File: config.mk
export PLATFORM = sky130hd
export DESIGN_NAME = pipeline_hazard_ctrl
export DESIGN_NICKNAME = d
export VERILOG_FILES = /design/src/rtl/pipeline_hazard_ctrl.sv
export SDC_FILE = /design/constraint.sdc
export NUM_CORES = 1
export LEC_CHECK = 0
export BUFFER_PORTS_ARGS = -buffer_cell sky130_fd_sc_hd__buf_2
export CAP_MARGIN = 20
export CORE_MARGIN = 8
export CORE_UTILIZATION = 40
export DETAILED_ROUTE_END_ITERATION = 8
export PLACE_DENSITY = 0.7
export SLEW_MARGIN = 20
export SYNTH_ARGS = -nofsm -noshare
export SYNTH_HDL_FRONTEND = slang
export SYNTH_SLANG_ARGS = --single-unit
File: constraint.sdc
create_clock -name clk -period 7.3 [get_ports clk]
set_clock_uncertainty 0.2 [all_clocks]
set_input_delay 0.73 -clock clk [delete_from_list [all_inputs] [get_ports clk]]
set_output_delay 0.73 -clock clk [all_outputs]
set_load 0.02 [all_outputs]
File: src/rtl/pipeline_hazard_ctrl.sv
// Hazard and stall controller for a five-stage pipeline: memory-handshake freezes,
// load-use bubbles, EX redirect flushes, plus saturating performance counters.
module pipeline_hazard_ctrl #(
  parameter int REG_W = 5,
  parameter int CNT_W = 32
) (
  input  logic             clk,
  input  logic             rst,
  input  logic             imem_read,
  input  logic             imem_resp,
  input  logic             dmem_req,
  input  logic             dmem_resp,
  input  logic             idex_mem_read,
  input  logic [REG_W-1:0] idex_rd,
  input  logic [REG_W-1:0] ifid_rs1,
  input  logic [REG_W-1:0] ifid_rs2,
  input  logic             ifid_uses_rs1,
  input  logic             ifid_uses_rs2,
  input  logic             ex_redirect,
  output logic             pc_load,
  output logic             ifid_load,
  output logic             idex_load,
  output logic             exmem_load,
  output logic             memwb_load,
  output logic             ifid_rst,
  output logic             idex_rst,
  output logic             exmem_rst,
  output logic             memwb_rst,
  output logic             stalled,
  output logic [CNT_W-1:0] stall_cycles,
  output logic [CNT_W-1:0] bubble_count,
  output logic [CNT_W-1:0] flush_count
);

  typedef enum logic {
    RUN,
    MSTALL
  } state_t;

  state_t state;
  logic   i_done;
  logic   d_done;
  logic   i_wait;
  logic   d_wait;
  logic   mem_wait;
  logic   load_use;
  logic   do_flush;
  logic   do_bubble;

  localparam logic [CNT_W-1:0] CNT_MAX = {CNT_W{1'b1}};

  // A side is waiting only while its request is up and its response has neither
  // arrived this cycle nor been captured earlier in the same stall.
  assign i_wait   = imem_read & ~imem_resp & ~i_done;
  assign d_wait   = dmem_req & ~dmem_resp & ~d_done;
  assign mem_wait = i_wait | d_wait;

  assign load_use = idex_mem_read & (idex_rd != '0) &
                    ((ifid_uses_rs1 & (ifid_rs1 == idex_rd)) |
                     (ifid_uses_rs2 & (ifid_rs2 == idex_rd)));

  assign do_flush  = ~mem_wait & ex_redirect;
  assign do_bubble = ~mem_wait & ~ex_redirect & load_use;

  always_comb begin
    pc_load    = 1'b0;
    ifid_load  = 1'b0;
    idex_load  = 1'b0;
    exmem_load = 1'b0;
    memwb_load = 1'b0;
    ifid_rst   = 1'b0;
    idex_rst   = 1'b0;
    exmem_rst  = 1'b0;
    memwb_rst  = 1'b0;
    if (rst) begin
      ifid_rst  = 1'b1;
      idex_rst  = 1'b1;
      exmem_rst = 1'b1;
      memwb_rst = 1'b1;
    end else if (mem_wait) begin
      pc_load = 1'b0;
    end else if (ex_redirect) begin
      pc_load    = 1'b1;
      ifid_load  = 1'b1;
      idex_load  = 1'b1;
      exmem_load = 1'b1;
      memwb_load = 1'b1;
      ifid_rst   = 1'b1;
      idex_rst   = 1'b1;
    end else if (load_use) begin
      idex_load  = 1'b1;
      exmem_load = 1'b1;
      memwb_load = 1'b1;
      idex_rst   = 1'b1;
    end else begin
      pc_load    = 1'b1;
      ifid_load  = 1'b1;
      idex_load  = 1'b1;
      exmem_load = 1'b1;
      memwb_load = 1'b1;
    end
  end

  // Responses are single-cycle pulses, so they are remembered until the advance.
  always_ff @(posedge clk or posedge rst) begin
    if (rst) begin
      state  <= RUN;
      i_done <= 1'b0;
      d_done <= 1'b0;
    end else begin
      state <= mem_wait ? MSTALL : RUN;
      if (mem_wait) begin
        if (imem_read & imem_resp) i_done <= 1'b1;
        if (dmem_req & dmem_resp)  d_done <= 1'b1;
      end else begin
        i_done <= 1'b0;
        d_done <= 1'b0;
      end
    end
  end

  assign stalled = (state == MSTALL);

  always_ff @(posedge clk or posedge rst) begin
    if (rst) begin
      stall_cycles <= '0;
      bubble_count <= '0;
      flush_count  <= '0;
    end else begin
      if (mem_wait && stall_cycles != CNT_MAX)
        stall_cycles <= stall_cycles + 1'b1;
      if (do_bubble && bubble_count != CNT_MAX)
        bubble_count <= bubble_count + 1'b1;
      if (do_flush && flush_count != CNT_MAX)
        flush_count <= flush_count + 1'b1;
    end
  end

endmodule
# == After elaboration in Yosys (flattened, before gate mapping) ==
# Cells that the tools add are included.
# word_totals
reg_bits,99
input_bits,25
out_inout_bits,106
word_cells,60
# classes
n_addsub,3
eq_ne,7
muxes,19
bitwise_logic,21
reduce_logical,4
# ops
operator,count
32-bit by 1-bit adder with 32-bit output (second input constant),3
32-bit != test (second input constant),3
1-bit two-way mux,19
1-bit AND,13
5-bit == test,2
1-bit inverter,6
5-bit nonzero test,1
2-bit by 1-bit != test with 1-bit output (second input constant),2
1-bit logical AND,3
1-bit bitwise OR,2

# == Longest topological paths before layout ==
# Gate-level depths: netlist of the first run.
# depth
ltp_word,8
depth_mapped,8
mapped_depth_nobuf,7

# == Worst setup path before layout of the first run ==
# OpenSTA, ideal clock, no wires.
# synth_timing
path_kind,input port to output port
start,input rst
end,output idex_rst
arrival_ps,3884
required_time_ps,6370
slack_ps,2486
cell_stages,2
n_path_buf,0
cell_sequence,inv_1 -> o311ai_0
# synth_between
elab_chain_cells,1
# synth_rtl
element,line,source
from (decl),8,"input logic rst,"
1-bit two-way mux,75,if (rst) begin
to (decl),26,"output logic idex_rst,"
# Every way passes these cells.

# == Worst setup path in the final report of the first run ==
# layout_timing
start,input idex_rd[1]
end,output pc_load
# layout_between
elab_chain_cells,8
word_cells_on_any_way,12
classes_between,eq/ne: 2; mux: 4; bitwise: 5; reduce/logical: 1
# layout_rtl
element,line,source
from (decl),14,"input logic [REG_W-1:0] idex_rd,"
"5-bit == test, on equally long branches","59, 60",
"1-bit AND, on equally long branches","59, 60",
1-bit bitwise OR,59,((ifid_uses_rs1 & (ifid_rs1 == idex_rd)) |
1-bit AND (*),58,assign load_use = idex_mem_read & (idex_rd != '0) &
1-bit two-way mux (*),90,end else if (load_use) begin
1-bit two-way mux (*),82,end else if (ex_redirect) begin
1-bit two-way mux (*),80,end else if (mem_wait) begin
1-bit two-way mux (*),75,
to (decl),20,"output logic pc_load,"
# Every way passes the cells marked *; elsewhere a longest branch is shown, timed or not.

==> results of run 1 <==
[metal layers]
metal  track usage  part of all wire
met4       0.07502             0.022
met1        0.1857              0.42
met3       0.04608             0.072
met5             0                 0
met2        0.2642              0.48
[cell usage after synthesis (all sizes together) (2+ instances only)]
library cell  number
or3                3
and2               5
inv               10
or4                3
nor3              13
dfrtp             99
nor4              11
nand2             49
nor3b              2
or3b               2
nand3             38
a21oi              8
o21ai              2
and3              22
ha                 3
clkbuf             2
nor2              37
xnor2             64
or2                4
xor2              34
buf                6
and4              14
mux2               3
nand4             33
[registers in the layout, indices dropped and copies added (netlist names)]
name	cells
bubble_count	32
d_done	1
flush_count	32
i_done	1
stall_cycles	32
stalled	1
[stage by stage]
step,cells,hold slack (ns),worst slack [ns]
floorplan,476,0.2574,2.486
global placement,747,0.2744,3.986
detailed placement,748,0.2754,3.977
CTS,764,0.1988,3.978
global route,764,0.2230,3.785
finish,764,0.1930,3.988
[logic make-up (layout without fill, tap and decap cells)]
kind of cell / count (synthesis) / after routing
xor+xnor: 98 / 98
compound gates: 17 / 17
simple gates: 238 / 238
fa+ha+maj: 3 / 3
flops: 99 / 99
buf+inv: 18 / 159
mux: 3 / 3
[worst paths after layout]
check	start	end	slack, ns
max	idex_rd[1]	pc_load	3.99
max in group asynchronous	rst	bubble_count[9]	5.41
min reg2reg	stall_cycles[26]	stall_cycles[26]	0.29
min in group clk	stall_cycles[26]	stall_cycles[26]	0.29
max reg2reg	d_done	bubble_count[1]	4.50
min	rst	bubble_count[2]	0.19
[layout make-up]
class                           instances  share of cell area
Clock buffer                           11             0.04019
Clock inverter                          5             0.01657
Inverter                               10            0.007044
Multi-Input combinational cell        359              0.3845
Sequential cell                        99              0.4102
Tap cell                              147             0.03045
Timing Repair Buffer                  133              0.1110
[power groups by stage]
stage / Sequential [mW] / Clock [mW] / Combinational (mW)
final: 0.649 / 0.550 / 0.212
after global routing: 0.657 / 0.577 / 0.233
after CTS: 0.648 / 0.562 / 0.216
after detailed placement: 0.658 / 0 / 0.216
after global placement: 0.653 / 0 / 0.209
after floorplan: 0.697 / 0 / 0.0867
==> flow_metrics.tcl, run 1 <==
set metrics [dict create \
    outcome "complete, no violations" \
    yosys.area.top_type "dfrtp_1" \
    track_usage 0.1590 \
    rr_worst_depth 7 \
    synth_top_family_by_area "simple AND/OR/NAND/NOR gates" \
    fin_setup_tns_ns 0 \
    cts.clk_slew.worst_paths_ns 0.07 \
    power.switching_fraction 0.2821 \
    path_class "input pin to primary output" \
    netlist_area_mm2 0.004896 \
    rows 40 \
    timing.fmax_mhz 301.9 \
    synth.top_cell.area_share 0.5060 \
    final_hold_viol_count 0 \
    synth-seq-area-share 0.5060 \
    synthCells 476 \
    most-common-layout-cells "buf_2, dfrtp_1, xnor2_1, nand2_1, nand3_1" \
    internal_power_mw 1.013 \
    synth-compound-area-share 0.02428 \
    syn-num-nets 504 \
    worstPathArrival_ns 2.38 \
    postCtsHoldBufs 0 \
    dieArea_mm2 0.01604 \
    tightest_slew_ns 0.9835 \
    seq_power_share 0.460 \
    vias 4132 \
    finalSetupViolations 0 \
    slew_headroom 0.3419 \
    cts_setup_buffers 0 \
    path_max_fanout 9 \
    grt_pass1_wl_mm 20.94 \
    n_fill_cell 1115 \
    initial_utilization 0.4093 \
    via_per_inst 5.408 \
    htreeDepth 3 \
    powerDensity_mw_per_mm2 233.6 \
    design_area_mm2 0.006040 \
    cts_tree "done" \
    grt_overflow_total 0 \
    synth_flop_cell "dfrtp_1" \
    drc 0 \
    numPortBuffers 130 \
    multiInputGateArea_mm2 0.002322 \
    finish.utilization 0.5049 \
    num_antenna_cells 0 \
    critPathBufInv 3 \
    ys_ff_latch 99 \
    grt_max_degree 74 \
    drv_cap 0 \
    seq_area_mm2 0.002477 \
    path_depth 7 \
    critical-path-top-delay-family "simple AND/OR/NAND/NOR gates" \
    fin_crit_sh 0.4537 \
    yosysUniqueCellTypes 40 \
    num_io_pins 131 \
    synth_fa_ha_area_frac 0.007667 \
    synthMuxAreaShare 0.006900 \
    syn_area_per_cell_um2 10.29 \
    antenna_found_initial 0 \
    first_global_vias 4295 \
    clock_sinks 99 \
    yosysWarnings 0 \
    combPwrFrac 0.150 \
    die_w_um 126.6 \
    drt_iter0_drc 335 \
    fp.dieH_um 126.6 \
    hold_path.class "input pin to asynchronous set/reset pin" \
    rsz0062_at_grt "no" \
    clockBufferDepth 2 \
    drive_above_1_share 0.2642 \
    clkLatencyLatePin_ns 0.35 \
    cts-root-buf "clkbuf_16" \
    first_pass_iters 4 \
    start_kind "input pin" \
    yosys.area_share.simple 0.2602 \
    leakage_nw 2.983 \
    crit_path_top_delay_cell "or4_1" \
    place_area_mm2 0.005697 \
    end_kind "primary output" \
    core_mm2 0.01196 \
    cts_resized 0 \
    slew_violations 0 \
    required_ns 6.37 \
    min_period_ns 3.312 \
    wire_per_inst_um 16.31 \
    fin_nets 640 \
    drt_wl_total_mm 12.46 \
    final_common_cell "buf_2" \
    irDropWorstVdd_uv 98.99 \
    crit_chain "buf_2 > or4_1 > o21ai_0 > nor3_1 > buf_4 > nor3_1 > buf_2" \
    syn_to_final_growth_pct 23.36 \
    synth_edf_count 0 \
    clkPwrFrac 0.390 \
    max_stage_delay_ns 0.51 \
    async_reset_ff_frac 1.000 \
    synthTopCellsByArea "dfrtp_1, xnor2_1, xor2_1, nand4_1, nand3_1" \
    place.gp.congestion 0.8235 \
    ant_nets 0 \
    synth_xor_area_frac 0.1753 \
    switching_power_mw 0.3979 \
    dp_hpwl_mm 9.374 \
    cts_buffers 9 \
    power_mw 1.411 \
]
Power figures use the tool's default switching activity.
==> inputs of run 2 (changes only) <==
clock period = 3.3 ns   (was 7.3 ns; I/O delays follow)
==> flow_metrics.tcl, run 2 (synthesis gave the netlist of run 1 again) <==
set metrics [dict create \
    clockBufferDepth 2 \
    num_io_pins 131 \
    use_met2 0.2472 \
    die_w_um 126.6 \
    antenna_found_initial 0 \
    rows 40 \
    ant_nets 0 \
    required_ns 2.77 \
    timing.fmax_mhz 374.2 \
    cts_setup_buffers 0 \
    place.gp.congestion 0.8563 \
    internal_power_mw 2.032 \
    max_stage_delay_ns 0.51 \
    grt_pass1_wl_mm 20.82 \
    cts-root-buf "clkbuf_16" \
    switching_power_mw 0.8537 \
    rsz0062_at_grt "no" \
    hold_path.class "input pin to flop" \
    slew_headroom 0.4923 \
    vias 4103 \
    min_period_ns 2.672 \
    cts_resized 0 \
    powerDensity_mw_per_mm2 481.3 \
    drt_wl_total_mm 12.44 \
    grt_overflow_total 0 \
    syn_to_final_growth_pct 22.46 \
    path_class "input pin to primary output" \
    drt_iter0_drc 363 \
    finalSetupViolations 0 \
    first_pass_iters 4 \
    path_max_fanout 9 \
    cts.clk_slew.worst_paths_ns 0.06 \
    fin_setup_tns_ns 0 \
    dieArea_mm2 0.01604 \
    htreeDepth 3 \
    first_global_vias 4139 \
    wire_per_inst_um 16.24 \
    grt-busiest-layer "met2" \
    clock_sinks 99 \
    power.switching_fraction 0.2958 \
    fin_nets 642 \
    end_kind "primary output" \
    met3_usage 0.05237 \
    dp_hpwl_mm 9.450 \
    final_hold_viol_count 0 \
    track_usage 0.1596 \
    start_kind "input pin" \
    via_per_inst 5.356 \
    seq_power_share 0.495 \
    cts_buffers 9 \
    leakage_nw 2.957 \
    initial_utilization 0.4093 \
    cts_tree "done" \
    tightest_slew_ns 0.7546 \
    most-common-layout-cells "buf_2, dfrtp_1, xnor2_1, nand2_1, nand3_1" \
    outcome "complete, no violations" \
    reg.largest.list "bubble_count: 32 flops, flush_count: 32 flops, stall_cycles: 32 flops" \
    critical-path-top-delay-family "simple AND/OR/NAND/NOR gates" \
    slew_violations 0 \
    globalRouteMet1Util 0.1993 \
    numPortBuffers 130 \
    worstPathArrival_ns 2.14 \
    crit_path_top_delay_cell "or4_1" \
    clkPwrFrac 0.342 \
    crit_chain "buf_2 > or4_1 > o21ai_0 > nor3_1 > buf_4 > nor3_1 > buf_2" \
    critPathBufInv 3 \
    drive_above_1_share 0.2617 \
    clkLatencyLatePin_ns 0.35 \
    final_common_cell "buf_2" \
    num_antenna_cells 0 \
    postCtsHoldBufs 1 \
    hold_ws_ns 0.03179 \
    fp.dieH_um 126.6 \
    drc 0 \
    drv_cap 0 \
    core_mm2 0.01196 \
    fin_crit_sh 0.8098 \
    grt_max_degree 80 \
    irDropWorstVdd_uv 217.9 \
    combPwrFrac 0.163 \
]
==> run 2: cell count changes in the layout (fill, tap and decap cells not counted) <==
cell           delta
clkbuf_8          +1
buf_4             +1
bufinv_16         -3
inv_4             -1
clkbuf_1          +2
clkinvlp_4        +1
buf_6             +1
dlygate4sd3_1     +1
buf_2             -1
==> run 2: final cells by class <==
type                    instances  area [um2]
well taps                     147       183.9
fillers                      1106        5966
multi-input cells             359        2322
clock buffers                  14       264.0
inverters                      10       43.79
repair buffers                135       694.4
clock inverters                 2       10.01
flip-flops and latches         99        2477
==> run 2: power groups by stage <==
stage | registers, mW | logic [mW] | clock network [mW]
global placement | 1.44 | 0.465 | 0
global route | 1.45 | 0.517 | 1.07
CTS | 1.43 | 0.478 | 1.02
floorplan | 1.54 | 0.192 | 0
detailed placement | 1.45 | 0.476 | 0
finish | 1.43 | 0.469 | 0.988
==> run 2: routing by layer <==
metal	vias to the layer above	part of all wire
li1	1941	-
met2	146	0.45
met1	1998	0.44
met4	0	0.020
met3	18	0.082
met5	-	0
==> run 2: worst paths after layout <==
path	start	slack (ns)	to	depth (start not counted)
worst max-delay path	idex_rd[1]	0.63	pc_load	7
worst min-delay path	imem_read	0.03	i_done	3
worst max register to register	flush_count[25]	0.82	flush_count[15]	6
worst min register to register	stall_cycles[26]	0.29	stall_cycles[26]	1
max in group asynchronous	rst	1.40	bubble_count[1]	4
min in group asynchronous	rst	0.43	flush_count[19]	3
==> run 2: worst register-to-register path, cell delays in order, from the launching register on <==
cell and delay, ns:
dfrtp_1 0.42, nand4_1 0.20, or4_1 0.59, o31ai_4 0.33
nor2_1 0.23, and4_1 0.26, xor2_1 0.14
==> run 2: per-stage QoR <==
| step | instances | utilization | instance area, um2 | power [mW] | worst slack [ns] |
|---|---|---|---|---|---|
| 2_1_floorplan | 476 | - | 4900 | 1.734 | 0.3141 |
| 3_3_place_gp | 749 | 0.4772 | 5708 | 1.910 | 0.6863 |
| 3_5_place_dp | 749 | 0.4772 | 5708 | 1.928 | 0.6657 |
| 4_1_cts | 766 | 0.5009 | 5992 | 2.924 | 0.6589 |
| 5_1_grt | 766 | 0.5013 | 5996 | 3.036 | 0.5184 |
| 6_report | 766 | 0.5013 | 5996 | 2.886 | 0.6276 |
